===== config.mk =====
export PLATFORM = sky130hd
export DESIGN_NAME = load_store_unit
export DESIGN_NICKNAME = d
export VERILOG_FILES = /design/src/rtl/load_store_unit.sv
export SDC_FILE = /design/constraint.sdc
export NUM_CORES = 1
export LEC_CHECK = 0
export ABC_AREA = 1
export CORE_MARGIN = 4
export CORE_UTILIZATION = 47
export CTS_CLUSTER_SIZE = 25
export DETAILED_ROUTE_END_ITERATION = 6
export GPL_TIMING_DRIVEN = 0
export PLACE_DENSITY = 0.87
export SLEW_MARGIN = 20
export SYNTH_ARGS = -nofsm -noshare
export SYNTH_HDL_FRONTEND = slang
export SYNTH_SLANG_ARGS = --single-unit
export TNS_END_PERCENT = 30

===== constraint.sdc =====
create_clock -name CLK -period 2.68 [get_ports CLK]
set_input_delay 0.804 -clock CLK [delete_from_list [all_inputs] [get_ports CLK]]
set_output_delay 0.804 -clock CLK [all_outputs]
set_load 0.1 [all_outputs]

===== src/rtl/load_store_unit.sv =====
// load_store_unit: MEM-stage initiator for a word-organised data memory port.
// Accepts load/store requests, issues aligned word beats with byte strobes,
// and reassembles and extends load data. A watchdog bounds every beat.
// Optional feature macro: LSU_MISALIGN_SPLIT_EN (split misaligned accesses
// into two aligned beats; when undefined, misaligned accesses fault).
module load_store_unit #(
  parameter int XLEN           = 32,
  parameter int TIMEOUT_CYCLES = 16
) (
  input  logic            CLK,
  input  logic            RST,
  input  logic            MemRead,
  input  logic            MemWrite,
  input  logic [2:0]      Funct3,
  input  logic [XLEN-1:0] DataAddress,
  input  logic [XLEN-1:0] WriteData,
  output logic [XLEN-1:0] ReadData,
  output logic            LoadValid,
  output logic            Stall,
  output logic            Fault,
  output logic            mem_en,
  output logic            mem_we,
  output logic [XLEN-1:0] mem_addr,
  output logic [XLEN-1:0] mem_wdata,
  output logic [3:0]      mem_wstrb,
  input  logic [XLEN-1:0] mem_rdata,
  input  logic            mem_ready
);

  localparam int WD_W = (TIMEOUT_CYCLES < 2) ? 1 : $clog2(TIMEOUT_CYCLES);

  typedef enum logic [1:0] {
    IDLE  = 2'd0,
    BEAT1 = 2'd1,
    RESP  = 2'd2
`ifdef LSU_MISALIGN_SPLIT_EN
    , BEAT2 = 2'd3
`endif
  } state_t;

  state_t state_reg, state_next;

  // Captured request
  logic [1:0]      off_reg;
  logic [2:0]      funct3_reg;
  logic            we_reg;
`ifdef LSU_MISALIGN_SPLIT_EN
  logic [XLEN-1:0] wdata_reg;
  logic            split_reg;
  logic [XLEN-1:0] buf_reg;
`endif

  // Beat outputs and response registers
  logic            mem_en_reg, mem_we_reg;
  logic [XLEN-1:0] mem_addr_reg, mem_wdata_reg;
  logic [3:0]      mem_wstrb_reg;
  logic [XLEN-1:0] read_data_reg;
  logic            load_valid_reg, fault_reg;
  logic [WD_W-1:0] wd_reg;

  // Control strobes from the FSM
  logic stall_c, accept, reject, finish, timeout, waiting;
`ifdef LSU_MISALIGN_SPLIT_EN
  logic to_beat2;
`endif
  logic req_illegal, req_split;
  logic [XLEN-1:0] load_result;

  // Byte-lane mask for size code sz placed at byte offset off (8 lanes wide)
  function automatic logic [7:0] lane_strb(input logic [1:0] sz, input logic [1:0] off);
    logic [7:0] m;
    case (sz)
      2'b00:   m = 8'h01;
      2'b01:   m = 8'h03;
      default: m = 8'h0F;
    endcase
    return m << off;
  endfunction

  // Store data shifted into its byte lanes across a double word
  function automatic logic [2*XLEN-1:0] lane_data(input logic [XLEN-1:0] d, input logic [1:0] off);
    return {{XLEN{1'b0}}, d} << {off, 3'b000};
  endfunction

  // Sign or zero extension of the right-aligned load bytes
  function automatic logic [XLEN-1:0] extend(input logic [2:0] f, input logic [XLEN-1:0] w);
    case (f)
      3'b000:  return {{(XLEN-8){w[7]}}, w[7:0]};
      3'b100:  return {{(XLEN-8){1'b0}}, w[7:0]};
      3'b001:  return {{(XLEN-16){w[15]}}, w[15:0]};
      3'b101:  return {{(XLEN-16){1'b0}}, w[15:0]};
      default: return w;
    endcase
  endfunction

  // Request legality and split detection
  always_comb begin
    req_illegal = 1'b0;
    req_split   = 1'b0;
    if (MemRead && MemWrite)
      req_illegal = 1'b1;
    else if (MemRead && (Funct3[1:0] == 2'b11 || Funct3 == 3'b110))
      req_illegal = 1'b1;
    else if (MemWrite && Funct3 > 3'b010)
      req_illegal = 1'b1;
    case (Funct3[1:0])
      2'b01:   req_split = (DataAddress[1:0] == 2'b11);
      2'b10:   req_split = (DataAddress[1:0] != 2'b00);
      default: req_split = 1'b0;
    endcase
`ifndef LSU_MISALIGN_SPLIT_EN
    // Without splitting, any access that crosses natural alignment faults
    case (Funct3[1:0])
      2'b01:   if (DataAddress[0]) req_illegal = 1'b1;
      2'b10:   if (DataAddress[1:0] != 2'b00) req_illegal = 1'b1;
      default: ;
    endcase
`endif
  end

  // Reassemble load bytes from the last beat (and the merge buffer if split)
  always_comb begin
`ifdef LSU_MISALIGN_SPLIT_EN
    if (split_reg)
      load_result = extend(funct3_reg, XLEN'({mem_rdata, buf_reg} >> {off_reg, 3'b000}));
    else
      load_result = extend(funct3_reg, mem_rdata >> {off_reg, 3'b000});
`else
    load_result = extend(funct3_reg, mem_rdata >> {off_reg, 3'b000});
`endif
  end

  // FSM state register
  always_ff @(posedge CLK) begin
    if (RST) state_reg <= IDLE;
    else     state_reg <= state_next;
  end

  // Next-state logic, stall and control strobes
  always_comb begin
    state_next = state_reg;
    stall_c    = 1'b0;
    accept     = 1'b0;
    reject     = 1'b0;
    finish     = 1'b0;
    timeout    = 1'b0;
    waiting    = 1'b0;
`ifdef LSU_MISALIGN_SPLIT_EN
    to_beat2   = 1'b0;
`endif
    case (state_reg)
      IDLE: begin
        stall_c = MemRead | MemWrite;
        if (MemRead | MemWrite) begin
          if (req_illegal) begin
            reject     = 1'b1;
            state_next = RESP;
          end else begin
            accept     = 1'b1;
            state_next = BEAT1;
          end
        end
      end
      BEAT1: begin
        stall_c = 1'b1;
        if (mem_ready) begin
`ifdef LSU_MISALIGN_SPLIT_EN
          if (split_reg) begin
            to_beat2   = 1'b1;
            state_next = BEAT2;
          end else begin
            finish     = 1'b1;
            state_next = RESP;
          end
`else
          finish     = 1'b1;
          state_next = RESP;
`endif
        end else if (wd_reg == WD_W'(TIMEOUT_CYCLES - 1)) begin
          timeout    = 1'b1;
          state_next = RESP;
        end else begin
          waiting = 1'b1;
        end
      end
`ifdef LSU_MISALIGN_SPLIT_EN
      BEAT2: begin
        stall_c = 1'b1;
        if (mem_ready) begin
          finish     = 1'b1;
          state_next = RESP;
        end else if (wd_reg == WD_W'(TIMEOUT_CYCLES - 1)) begin
          timeout    = 1'b1;
          state_next = RESP;
        end else begin
          waiting = 1'b1;
        end
      end
`endif
      RESP: state_next = IDLE;
      default: state_next = IDLE;
    endcase
  end

  // Request capture, beat registers, merge buffer, watchdog and response pulses
  always_ff @(posedge CLK) begin
    if (RST) begin
      off_reg        <= '0;
      funct3_reg     <= '0;
      we_reg         <= 1'b0;
`ifdef LSU_MISALIGN_SPLIT_EN
      wdata_reg      <= '0;
      split_reg      <= 1'b0;
      buf_reg        <= '0;
`endif
      mem_en_reg     <= 1'b0;
      mem_we_reg     <= 1'b0;
      mem_addr_reg   <= '0;
      mem_wdata_reg  <= '0;
      mem_wstrb_reg  <= '0;
      read_data_reg  <= '0;
      load_valid_reg <= 1'b0;
      fault_reg      <= 1'b0;
      wd_reg         <= '0;
    end else begin
      load_valid_reg <= 1'b0;
      fault_reg      <= 1'b0;
      read_data_reg  <= '0;
      if (accept) begin
        off_reg       <= DataAddress[1:0];
        funct3_reg    <= Funct3;
        we_reg        <= MemWrite;
`ifdef LSU_MISALIGN_SPLIT_EN
        wdata_reg     <= WriteData;
        split_reg     <= req_split;
`endif
        mem_en_reg    <= 1'b1;
        mem_we_reg    <= MemWrite;
        mem_addr_reg  <= {DataAddress[XLEN-1:2], 2'b00};
        mem_wstrb_reg <= MemWrite ? 4'(lane_strb(Funct3[1:0], DataAddress[1:0])) : 4'b0000;
        mem_wdata_reg <= MemWrite ? XLEN'(lane_data(WriteData, DataAddress[1:0])) : '0;
        wd_reg        <= '0;
      end
      if (reject) begin
        fault_reg <= 1'b1;
      end
      if (waiting) begin
        wd_reg <= wd_reg + 1'b1;
      end
`ifdef LSU_MISALIGN_SPLIT_EN
      if (to_beat2) begin
        // Second beat: next word, remaining low lanes, remaining upper bytes
        buf_reg       <= mem_rdata;
        mem_addr_reg  <= mem_addr_reg + XLEN'(4);
        mem_wstrb_reg <= we_reg ? 4'(lane_strb(funct3_reg[1:0], off_reg) >> 4) : 4'b0000;
        mem_wdata_reg <= we_reg ? XLEN'(lane_data(wdata_reg, off_reg) >> XLEN) : '0;
        wd_reg        <= '0;
      end
`endif
      if (finish || timeout) begin
        mem_en_reg    <= 1'b0;
        mem_we_reg    <= 1'b0;
        mem_addr_reg  <= '0;
        mem_wdata_reg <= '0;
        mem_wstrb_reg <= '0;
        wd_reg        <= '0;
      end
      if (finish && !we_reg) begin
        load_valid_reg <= 1'b1;
        read_data_reg  <= load_result;
      end
      if (timeout) begin
        fault_reg <= 1'b1;
      end
    end
  end

  assign Stall     = stall_c;
  assign ReadData  = read_data_reg;
  assign LoadValid = load_valid_reg;
  assign Fault     = fault_reg;
  assign mem_en    = mem_en_reg;
  assign mem_we    = mem_we_reg;
  assign mem_addr  = mem_addr_reg;
  assign mem_wdata = mem_wdata_reg;
  assign mem_wstrb = mem_wstrb_reg;

endmodule


==> key figures <==
Status
  – Status: complete, but fails checks
  – Failing checks: design-rule violations

Synth
  – Post-Syn Area per Cell: 6.79 um2
  – Most common cell in the netlist: nand2_1
  – Synthesized area: roughly 5300 um2
  – Post-synth EDFFs: 0
  – Most instantiated cells after synthesis: 222 x nand2_1, 114 x dfxtp_1, 107 x nor2_1
  – Netlist cell types: 30
  – Synth top area cells: dfxtp_1 43%, nand2_1 16%, nor2_1 7.6%
  – YS warnings: 0
  – Yosys top cell by area: dfxtp_1
  – Synth Register Bits: approximately 110
  – Async SR Flop Fraction: 0
  – Share of the synthesized area in the top cell type: 0.429
  – Sequential area share after synthesis: 0.429
  – Mapped Cells: 783
  – Synth Flop Type: dfxtp_1

STA
  – Setup violations, final: 0
  – Setup TNS: 0 ps
  – Measured slew at the worst slew-check pin: around 1000 ps
  – Slew HR: 0.326
  – Final cycle utilization of the critical path: 0.991
  – Fin. Hold Viols: 0
  – Min cycle time layout: approximately 2700 ps
  – Post-Route Skew: about 8.0 ps
  – Peak Freq: 376 MHz
  – Worst Setup Slack, final: 22.9 ps
  – Pins Over Slew Limit: 0

Worst setup path
  – Reg2Reg Capture Point: mem_addr[3]
  – CP startpoint: ReadData[0]
  – Crit-path max cell delay: 1130 ps
  – CP Launch Type: flip-flop
  – CP Capture Point: ReadData[0]
  – Critical-path top delay cell: clkdlybuf4s50_1
  – Crit end category: output port
  – Critical path class: flip-flop to output port
  – Cells along the critical path: clkdlybuf4s50_1
  – Max Fanout on Critical Path: 1
  – Reg2reg setup slack: between 900 and 1000 ps
  – Required @ worst endpoint: 1880 ps
  – Arrival @ worst endpoint: 1850 ps
  – R2R cell count: 9
  – Critical R2R Launch: wd_reg[0]
  – Crit path buffers/inverters: 1
  – CP top delay family: buffers and inverters
  – Critical Path Stages: 1

Clock network
  – TritonCTS clock tree: built
  – Worst-Skew Late Latency: around 420 ps
  – CTS Sinks: 114
  – Reg clk slew, reported paths: 50 ps
  – Num CTS Buffers: 17
  – CTS max path bufs: 2
  – H-tree levels: 4
  – CTS root buf: clkbuf_16

Global route
  – Antenna violations before repair: 0
  – Vias in the first global route: 6037
  – Total GRT Usage: 0.270
  – First-pass GRT wire length: roughly 28000 um
  – Remaining Overflow, GRT: 0
  – Largest net degree at the start of global routing: 17

Detailed routing
  – Vias/cell: approximately 5.2
  – DR WL/cell: 15.2 um
  – DR pass1 iterations: 7
  – 1st-iter DRT viols: 487
  – Drc violations: 3
  – Post-route ant nets: 0
  – Vias post-DR: 6091
  – Final wirelength: 17700 um

Cells and area
  – Diodes inserted: 0
  – Layout cells sized above 1: 0.0781
  – Final core utilization: 0.742
  – Fin cells: 1164
  – Area growth, synth to finish: 52.7%
  – Final #Nets: 1121
  – Design Area, Final: 8120 um2

Placement
  – Worst slack, placed: -1090 ps
  – Port Buffers: 205
  – Post-DP HPWL: 12900 um
  – Placed cells: 1129
  – Placer Congestion: 0.979
  – Area post-placement: 7550 um2

Floorplanning
  – Core Footprint: 10900 um2
  – Top Ports: 209
  – Chip width: 114 um
  – Core Rows: 38
  – Die area: around 13000 um2
  – Starting Density: 0.486
  – Die height: 114 um

Pwr
  – IR drop worst, VDD: 0.000426 V
  – PD cells: around 700 nW/um2
  – Pleak: a little over 4 nW

Run
  – Number of max-cap violations: 0

Worst hold path
  – Worst Hold Path Cells: 2
  – Hold Crit Class: flip-flop to flip-flop
[kinds of logic after synthesis]
group	after synthesis	share of synthesized area
simple gates	394	0.305
compound gates	159	0.159
flops	114	0.429
buf+inv	109	0.0915
fa+ha+maj	6	0.0141
other cells	1	0.000705
[cell type report]
class,count,area (um2)
fill,866,2820
timing repair buffer,208,2040
inverter,56,215
sequential,114,2280
buffer,53,272
tap,140,175
clock buffer,23,478
clock inverter,9,105
multi-input combinational,561,2550
[repair_timing]
action / CTS / global route
resized for setup: 86 / 19
buffers inserted: 1 / 2
hold buffers: 0 / 0
pin swaps: 1 / 1
setup endpoints to repair: 76 / 19
[routing by layer]
metal / vias up / part of all wire / GRT usage
met5: - / 0 / 0
met4: 0 / 0.047 / 0.167
met3: 82 / 0.086 / 0.0703
met2: 327 / 0.47 / 0.442
met1: 2706 / 0.39 / 0.315
li1: 2976 / - / -
[worst min path at each step]
stage                  startpoint            end  slack (ps)
floorplan               wd_reg[0]      wd_reg[0]         450
global placement           mem_we         mem_we         450
detailed placement  mem_wdata[30]  mem_wdata[30]         460
CTS                 mem_wdata[30]  mem_wdata[30]         460
global route        mem_wdata[27]  mem_wdata[27]         480
finish              mem_wdata[28]  mem_wdata[28]         460
[where the power goes]
part | internal (mW) | total [mW] | switching, mW
combinational | 0.450 | 1.66 | 1.21
clock | 1.43 | 2.21 | 0.773
sequential | 1.80 | 1.84 | 0.0442
[cell usage in the layout (no fill, tap or decap), types with 17 or more instances in the layout]
cell type          n
nand2_1          221
dfxtp_1          114
clkdlybuf4s50_1  109
nor2_1           107
dlygate4sd2_1     76
a21oi_1           72
o21ai_0           60
inv_1             48
nand3_1           44
buf_2             19
dlymetal6s2s_1    19
clkbuf_1          18
clkbuf_16         17
[through the flow]
step	hold WS (ps)	power (mW)
6_report	463	5.71
5_1_grt	485	5.94
4_1_cts	463	5.72
3_5_place_dp	458	3.55
3_3_place_gp	451	3.53
2_1_floorplan	453	3.05
[worst register-to-register path, stage by stage (launching register included)]
cell and delay (ps):
dfxtp_1 330, ha_1 230, nand2_1 80, nor2_1 40, inv_1 60, nor2_1 60, nor2_2 180, clkbuf_1 370
o21ai_0 180, nor2_1 120
Note: power is estimated with default switching activity, not from simulation.
